File: src/rtl/capture_readout_if.sv
// Output stream bundle of the capture readout: one sample per valid/ready
// handshake, with m_last flagging the final sample of a stream.
interface capture_readout_if #(
  parameter int DATA_W = 8
) ();
  logic              m_valid;
  logic [DATA_W-1:0] m_data;
  logic              m_last;
  logic              m_ready;

  modport master (output m_valid, output m_data, output m_last, input m_ready);
  modport slave  (input m_valid, input m_data, input m_last, output m_ready);
endinterface

File: src/rtl/capture_readout.sv
// Reader side of the sample capture buffer. After a capture stops, it walks
// the circular sample RAM from (stop_ptr - len) and streams the last len
// samples oldest first. A 2-entry FIFO absorbs the 1-cycle RAM read latency.
module capture_readout #(
  parameter int DATA_W   = 8,
  parameter int ADDR_W   = 8,
  parameter int CNT_BITS = 9
) (
  input  logic                clk,
  input  logic                rst,
  input  logic                start_i,
  input  logic                abort_i,
  input  logic [ADDR_W-1:0]   stop_ptr_i,
  input  logic [CNT_BITS-1:0] read_len_i,
  output logic                mem_rd_en_o,
  output logic [ADDR_W-1:0]   mem_addr_o,
  input  logic [DATA_W-1:0]   mem_rdata_i,
  capture_readout_if.master   m_if,
  output logic                busy_o,
  output logic                done_o
);

  // One extra bit so a full-depth request (2^ADDR_W) is representable.
  localparam int LEN_W = CNT_BITS + 1;
  localparam logic [LEN_W-1:0] DEPTH = LEN_W'(1) << ADDR_W;

  typedef enum logic [1:0] {S_IDLE, S_READ, S_DRAIN, S_DONE} state_t;

  state_t            state_q;
  logic [ADDR_W-1:0] addr_q;
  logic [LEN_W-1:0]  issue_cnt_q;
  logic [LEN_W-1:0]  out_cnt_q;
  logic              inflight_q;
  logic [1:0]        occ_q, occ_d;
  logic [DATA_W-1:0] head_q, head_d;
  logic [DATA_W-1:0] tail_q, tail_d;

  logic [LEN_W-1:0]  len_ext;
  logic [LEN_W-1:0]  eff_len;
  logic [ADDR_W-1:0] start_addr;
  logic [2:0]        level;
  logic              pop;
  logic              push;
  logic              issue;

  assign m_if.m_valid = (occ_q != 2'd0);
  assign m_if.m_data  = head_q;
  assign m_if.m_last  = (occ_q != 2'd0) && (out_cnt_q == LEN_W'(1));
  assign mem_rd_en_o  = issue;
  assign mem_addr_o   = addr_q;
  assign busy_o       = (state_q != S_IDLE);
  assign done_o       = (state_q == S_DONE);

  // Request clamping, issue throttle and 2-entry FIFO next state.
  always_comb begin
    len_ext    = LEN_W'(read_len_i);
    eff_len    = (len_ext > DEPTH) ? DEPTH : len_ext;
    start_addr = stop_ptr_i - eff_len[ADDR_W-1:0];
    pop        = m_if.m_valid & m_if.m_ready;
    push       = inflight_q;
    // Samples held or on their way, after this cycle's pop; never exceed 2.
    level      = {1'b0, occ_q} + {2'b00, inflight_q} - {2'b00, pop};
    issue      = (state_q == S_READ) && (issue_cnt_q != '0) && (level < 3'd2);
    occ_d      = occ_q;
    head_d     = head_q;
    tail_d     = tail_q;
    case ({push, pop})
      2'b10: begin
        occ_d = occ_q + 2'd1;
        if (occ_q == 2'd0) head_d = mem_rdata_i;
        else               tail_d = mem_rdata_i;
      end
      2'b01: begin
        occ_d  = occ_q - 2'd1;
        head_d = tail_q;
      end
      2'b11: begin
        if (occ_q == 2'd1) begin
          head_d = mem_rdata_i;
        end else begin
          head_d = tail_q;
          tail_d = mem_rdata_i;
        end
      end
      default: ;
    endcase
  end

  // Readout FSM with its address/counter/FIFO registers.
  always_ff @(posedge clk or posedge rst) begin
    if (rst) begin
      state_q     <= S_IDLE;
      addr_q      <= '0;
      issue_cnt_q <= '0;
      out_cnt_q   <= '0;
      inflight_q  <= 1'b0;
      occ_q       <= 2'd0;
      head_q      <= '0;
      tail_q      <= '0;
    end else if (abort_i) begin
      // Drop everything, including a read whose data arrives next cycle.
      state_q     <= S_IDLE;
      issue_cnt_q <= '0;
      out_cnt_q   <= '0;
      inflight_q  <= 1'b0;
      occ_q       <= 2'd0;
    end else begin
      inflight_q <= issue;
      occ_q      <= occ_d;
      head_q     <= head_d;
      tail_q     <= tail_d;
      if (issue) begin
        addr_q      <= addr_q + 1'b1;
        issue_cnt_q <= issue_cnt_q - 1'b1;
      end
      if (pop) out_cnt_q <= out_cnt_q - 1'b1;
      case (state_q)
        S_IDLE: begin
          if (start_i) begin
            addr_q      <= start_addr;
            issue_cnt_q <= eff_len;
            out_cnt_q   <= eff_len;
            state_q     <= (eff_len == '0) ? S_DONE : S_READ;
          end
        end
        S_READ: begin
          if (issue && (issue_cnt_q == LEN_W'(1))) state_q <= S_DRAIN;
        end
        S_DRAIN: begin
          // The final pop is the last event; done follows in the next cycle.
          if (pop && (out_cnt_q == LEN_W'(1))) state_q <= S_DONE;
        end
        default: state_q <= S_IDLE;
      endcase
    end
  end

endmodule

File: src/flat_wrapper.sv
// flat-port wrapper written by rule: the top's interface ports become plain ports
module capture_readout_flat 
#(
  parameter int DATA_W   = 8,
  parameter int ADDR_W   = 8,
  parameter int CNT_BITS = 9
)
  (clk, rst, start_i, abort_i, stop_ptr_i, read_len_i, mem_rd_en_o, mem_addr_o, mem_rdata_i, busy_o, done_o, m_if_m_valid, m_if_m_data, m_if_m_last, m_if_m_ready);
  capture_readout_if #(.DATA_W(DATA_W)) m_if_i ();
  input  logic clk;
  input  logic rst;
  input  logic start_i;
  input  logic abort_i;
  input  logic [ADDR_W-1:0] stop_ptr_i;
  input  logic [CNT_BITS-1:0] read_len_i;
  output logic mem_rd_en_o;
  output logic [ADDR_W-1:0] mem_addr_o;
  input  logic [DATA_W-1:0] mem_rdata_i;
  output logic busy_o;
  output logic done_o;
  output wire logic [$bits(m_if_i.m_valid)-1:0] m_if_m_valid;
  output wire logic [$bits(m_if_i.m_data)-1:0] m_if_m_data;
  output wire logic [$bits(m_if_i.m_last)-1:0] m_if_m_last;
  input wire logic [$bits(m_if_i.m_ready)-1:0] m_if_m_ready;
  assign m_if_m_valid = m_if_i.m_valid;
  assign m_if_m_data = m_if_i.m_data;
  assign m_if_m_last = m_if_i.m_last;
  assign m_if_i.m_ready = m_if_m_ready;
  capture_readout #(.DATA_W(DATA_W), .ADDR_W(ADDR_W), .CNT_BITS(CNT_BITS)) u_core (.clk(clk), .rst(rst), .start_i(start_i), .abort_i(abort_i), .stop_ptr_i(stop_ptr_i), .read_len_i(read_len_i), .mem_rd_en_o(mem_rd_en_o), .mem_addr_o(mem_addr_o), .mem_rdata_i(mem_rdata_i), .m_if(m_if_i), .busy_o(busy_o), .done_o(done_o));
endmodule
File: config.mk
export PLATFORM = sky130hd
export DESIGN_NAME = capture_readout_flat
export DESIGN_NICKNAME = d
export VERILOG_FILES = /design/src/rtl/capture_readout_if.sv /design/src/rtl/capture_readout.sv /design/src/flat_wrapper.sv
export SDC_FILE = /design/constraint.sdc
export NUM_CORES = 1
export LEC_CHECK = 0
export CAP_MARGIN = 10
export CORE_UTILIZATION = 30
export CTS_CLUSTER_SIZE = 20
export DETAILED_ROUTE_END_ITERATION = 8
export GPL_TIMING_DRIVEN = 0
export PLACE_DENSITY = 0.53
export RECOVER_POWER = 25
export REMOVE_ABC_BUFFERS = 1
export SYNTH_ARGS = -nofsm -noshare
export SYNTH_HDL_FRONTEND = slang
export SYNTH_SLANG_ARGS = --single-unit
File: constraint.sdc
create_clock -name clk -period 6.9 [get_ports clk]
set_input_delay 1.38 -clock clk [delete_from_list [all_inputs] [get_ports clk]]
set_output_delay 1.38 -clock clk [all_outputs]
set_load 0.1 [all_outputs]
After elaboration in Yosys (flattened, before gate mapping)
Cells that the tools add are included.

Output and inout bits: 21. ROM bits: 0. Bits in latches: 0. Bits of input ports: 30. Word-level logic and storage cells: 79. Memory bits (writable): 0. Register bits after elaboration: 49. Memories: 0.

Reduce and logical (&&, ||, !) cells: 17. Equality and inequality tests: 15. Bitwise logic cells: 2. Divide/modulo/power cells: 0. Mux-type cells: 27. $mul: 0. Magnitude comparators: 2. $add $sub $neg: 8. Shift-type cells: 0.

Operators with widths (number): $mux 10 (8); $mux 8 (7); $pmux 8 s3 (1); $eq 10x1->1 const B (2); $sub 10x1->10 const B (2); $pmux 8 s2 (1); $mux 2 (6); $logic_not 10->1 (1); $reduce_bool 10->1 (1); $gt 9x9->1 const B (1); $mux 9 (1); $add 8x1->8 const B (1); $eq 2x2->1 const B (4); $sub 8x8->8 (1); $eq 2x1->1 const B (3); $ne 3x3->1 const B (2); $pmux 2 s3 (1); $reduce_and 3->1 (2); $reduce_bool 2->1 (3); $reduce_bool 3->1 (2); $logic_and 1x1->1 (5); $logic_not 2->1 (2); $ne 2x2->1 const B (2); $pmux 2 s2 (1); 11 further kinds (11).

Longest topological paths before layout
Word-level depth: 9. Depth in mapped cells: 14. Mapped depth without buffers: 13.

Worst setup path before layout
Ideal clock, no wire load.

Kind: flip-flop to output port. Start point: reg u_core.out_cnt_q[6]. End point: out m_if_m_last. Setup slack: 1.773 ns. Required time: 5.520 ns. Cell stages (with the launch flop): 4. Buffers on the path: 0. Data arrival time: 3.747 ns. Cells stage by stage: dfrtp_1 nor4_1 nand4bb_1 nor4_1.

Word-level cells in the longest chain between the ends: 2.

RTL lines: start: declaration (RTL line capture_readout.sv:32) `logic [LEN_W-1:0] out_cnt_q;`; start signal: assignment (RTL line capture_readout.sv:116) `if (pop) out_cnt_q <= out_cnt_q - 1'b1;`; start signal: assignment (RTL line capture_readout.sv:122) `out_cnt_q <= eff_len;`; $eq 10x1->1 (RTL line capture_readout.sv:48) `assign m_if.m_last = (occ_q != 2'd0) && (out_cnt_q == LEN_W'(1));`; $logic_and 1x1->1 (RTL line capture_readout.sv:48); end: declaration (RTL line flat_wrapper.sv:23) `output wire logic [$bits(m_if_i.m_last)-1:0] m_if_m_last;`.

Every way passes these cells.

Final worst setup path
Start point: in m_if_m_ready. End point: out mem_rd_en_o.

Word-level cells in the longest chain between the ends: 4.

RTL lines: start: declaration (RTL line flat_wrapper.sv:24) `input wire logic [$bits(m_if_i.m_ready)-1:0] m_if_m_ready;`; $and 1x1->1 (RTL line capture_readout.sv:59) `pop = m_if.m_valid & m_if.m_ready;`; $sub 3x1->3 (RTL line capture_readout.sv:62) `level = {1'b0, occ_q} + {2'b00, inflight_q} - {2'b00, pop};`; $lt 3x2->1 (RTL line capture_readout.sv:63) `issue = (state_q == S_READ) && (issue_cnt_q != '0) && (level < 3'd2);`; $logic_and 1x1->1 (RTL line capture_readout.sv:63); end: declaration (RTL line flat_wrapper.sv:16) `output logic mem_rd_en_o;`.

Every way passes these cells.

==> impl_metrics.env <==
export IMPL_clkTransAtPathRegs_ns=0.10
export IMPL_die_h_um=105
export IMPL_r2r_end="u_core.mem_addr_o[5]"
export IMPL_hpwlAfterDp_um=5830
export IMPL_rows=37
export IMPL_slowest_delay_ns=0.65
export IMPL_htree_levels=2
export IMPL_io_pins=51
export IMPL_finalSetupTns_ns=0
export IMPL_synth_area_leaders="dfrtp_1 (39%), ha_1 (7.9%), a21oi_1 (4.7%), xor2_1 (4.1%), nor2_1 (3.8%)"
export IMPL_end_kind="output pin"
export IMPL_dp_cells=511
export IMPL_via_per_inst=5.04
export IMPL_async_flop_share=1.00
export IMPL_min_period_over_period=0.925
export IMPL_core_area_um2=10300
export IMPL_finalWirelength_um=7720
export IMPL_grt_pass1_vias=2708
export IMPL_syn_inst=335
export IMPL_synth_edf_count=0
export IMPL_fill_cells=1071
export IMPL_die_area_um2=11000
export IMPL_synth_area_um2=3170
export IMPL_firstDrtPassIters=6
export IMPL_drive_above_1_share=0.0679
export IMPL_startpoint="m_if_m_ready"
export IMPL_antenna_found_initial=0
export IMPL_rsz0062_at_grt="no"
export IMPL_p_per_area_nw_per_um2=494
export IMPL_combPwrFrac=0.633
export IMPL_final_common_cell="dfrtp_1"
export IMPL_finalHoldViolations=0
export IMPL_clkSinkCount=49
export IMPL_stdcell_count=519
export IMPL_hp_class="register to register"
export IMPL_synth_compound_area_share=0.160
export IMPL_intPower_mw=0.847
export IMPL_worstReg2RegStart="u_core.occ_q[1]"
export IMPL_r2r_cells=13
export IMPL_critical_path_required_ns=5.52
export IMPL_cts_setup_buffers=0
export IMPL_crit_chain="clkdlybuf4s50_1 -> nor2b_1 -> inv_2 -> ha_1 -> nand2b_1 -> fa_1 -> nand2_1 -> nor2_1 -> nand2_2 -> inv_2 -> clkbuf_2"
export IMPL_violations="capacitance limit, slew limit"
export IMPL_p_sw_mw=1.08
export IMPL_finalSetupViolCount=0
export IMPL_status="complete, but fails checks"
export IMPL_clock_skew_ns=0.0189
export IMPL_synth_ff_type="dfrtp_1"
export IMPL_crit_path_max_fanout=11
export IMPL_synth_top_area_frac=0.387
export IMPL_route_detailed_drc=0
export IMPL_crit_top_cell="inv_2"
export IMPL_nNetsFinal=434
export IMPL_avgSynthCellArea_um2=9.47
export IMPL_grt_start_max_net_pins=33
export IMPL_postPlaceCellArea_um2=3820
export IMPL_grt_overflow=0
export IMPL_max_freq_mhz=157
export IMPL_reg2reg_slack_ns=2.97
export IMPL_synth_simple_area_share=0.194
export IMPL_die_x_um=105
export IMPL_drtAntennaViolNets=0
export IMPL_timing_hold_ws_ns=0.503
export IMPL_crit_family="simple AND/OR/NAND/NOR gates"
export IMPL_clockRootBuffer="clkbuf_8"
export IMPL_dr_total_vias=2614
export IMPL_ys_types=56
export IMPL_grt_pass1_wl_um=13200
export IMPL_initial_core_util=0.309
export IMPL_wl_per_cell_um=14.9
export IMPL_p_sw_frac=0.560
export IMPL_seq_area_frac_synth=0.387
export IMPL_p_clk_frac=0.099
export IMPL_timing_critical_path_buf_inv=4
export IMPL_holdCritStartpoint="u_core.tail_q[1]"
export IMPL_drt_iter0_markers=81
export IMPL_cts_tree="yes"
export IMPL_final_area_um2=3890
export IMPL_place_ws_ns=-0.167
export IMPL_place_congestion=0.785
export IMPL_slowest_stage="nor2_1"
export IMPL_synth_mux_area_frac=0.0604
export IMPL_setup_slack_ns=0.515
export IMPL_grt_use_total=0.150
export IMPL_cts_buffers=5
export IMPL_start_kind="input port"
export IMPL_finalCriticalPeriod_ns=6.38
export IMPL_synthXorXnorAreaFrac=0.0690
export IMPL_synth_top_area_cell="dfrtp_1"
export IMPL_setup_worst_path_class="input port to output pin"
export IMPL_yosys_warnings=0
export IMPL_cts_buffer_depth=2
export IMPL_ctsResizeCount=1
export IMPL_n_antenna_cell=0
export IMPL_clock_insertion_delay_worst_skew_ns=0.32
export IMPL_hold_depth=1
export IMPL_report_final_slew_viol_count=29
export IMPL_synthAdderAreaFrac=0.0915
export IMPL_synth_top_family_by_area="simple AND/OR/NAND/NOR gates"
export IMPL_drv_cap=1
export IMPL_seqPwrFrac=0.268
export IMPL_mostFrequentLayoutCells="dfrtp_1 (49), clkdlybuf4s50_1 (48), nor2_1 (32), a21oi_1 (30), nand2_1 (28)"
export IMPL_worst_slew_pin_slew_ns=1.59
export IMPL_area_growth_pct=22.8
export IMPL_io_buffer_count=50
export IMPL_ctsHoldBuffers=0
export IMPL_ys_ff_latch=49
export IMPL_cellLeakagePower_nw=1.67
export IMPL_min_to="u_core.tail_q[1]"
export IMPL_max_slew_margin_rel=-0.0614
export IMPL_critPathArrivalTime_ns=5.00
export IMPL_ir_worst_vdd_mv=0.298
==> through the flow <==
stage	util	total power, mW
after floorplan	-	1.45
after global placement	0.370	1.73
after detailed placement	0.372	1.75
after CTS	0.381	1.94
after global routing	0.379	2.06
final	0.379	1.92
==> flip-flops by register name, summed over array words and instances, names as in the netlist <==
| signal | count |
|---|---|
| u_core.tail_q | 8 |
| u_core.mem_addr_o | 8 |
| u_core.out_cnt_q | 10 |
| u_core.state_q | 2 |
| u_core.occ_q | 2 |
| u_core.issue_cnt_q | 10 |
| u_core.inflight_q | 1 |
| u_core.m_if.m_data | 8 |
==> synthesized netlist by cell type (all sizes together), types with 4 or more instances <==
cell	number
clkbuf	8
ha	20
o21ai	7
nor3	4
a211oi	4
inv	21
mux2i	9
a31oi	5
mux2	9
a211o	4
nor2b	4
nor4	7
a21oi	31
nand2b	7
o41ai	4
dfrtp	49
nand4	7
xor2	15
nand3	9
o22ai	4
nor2	32
nand2	29
xnor2	10
==> how the worst max path moves through the flow <==
stage / to / slack, ns / cells past startpoint
floorplan: m_if_m_last / 1.77 / 3
global placement: mem_rd_en_o / -0.14 / 11
global route: mem_rd_en_o / 0.29 / 11
finish: mem_rd_en_o / 0.52 / 11
CTS: mem_rd_en_o / 0.11 / 11
detailed placement: mem_rd_en_o / -0.17 / 11
==> metal layers <==
layer	global-route usage	wire (um)	vias to the layer above
met1	0.196	3730	1240
met5	0	0	-
met3	0.0243	345	9
met4	0.0463	125	0
li1	-	-	1290
met2	0.253	3520	75
==> cells by family (layout without fill, tap and decap cells) <==
group,count (synthesis),in the layout
compound gates,76,76
mux,18,18
fa+ha+maj,22,22
flops,49,49
xor+xnor,25,25
buf+inv,32,80
simple gates,113,113
==> power groups by stage <==
| stage | registers [mW] | logic (mW) | clock network (mW) |
|---|---|---|---|
| detailed placement | 0.521 | 1.23 | 0 |
| floorplan | 0.835 | 0.618 | 0 |
| global placement | 0.519 | 1.21 | 0 |
| CTS | 0.516 | 1.23 | 0.197 |
| finish | 0.515 | 1.22 | 0.191 |
| global route | 0.537 | 1.31 | 0.208 |
==> cell type report <==
| cell class | instances | area, um2 | share of cell area |
|---|---|---|---|
| repair buffers | 51 | 499 | 0.128 |
| inverters | 21 | 78.8 | 0.0202 |
| clock buffers | 5 | 68.8 | 0.0177 |
| flip-flops and latches | 49 | 1230 | 0.315 |
| well taps | 136 | 170 | 0.0437 |
| multi-input cells | 254 | 1820 | 0.468 |
| clock inverters | 3 | 28.8 | 0.00739 |
(Power assumes the default switching activity.)
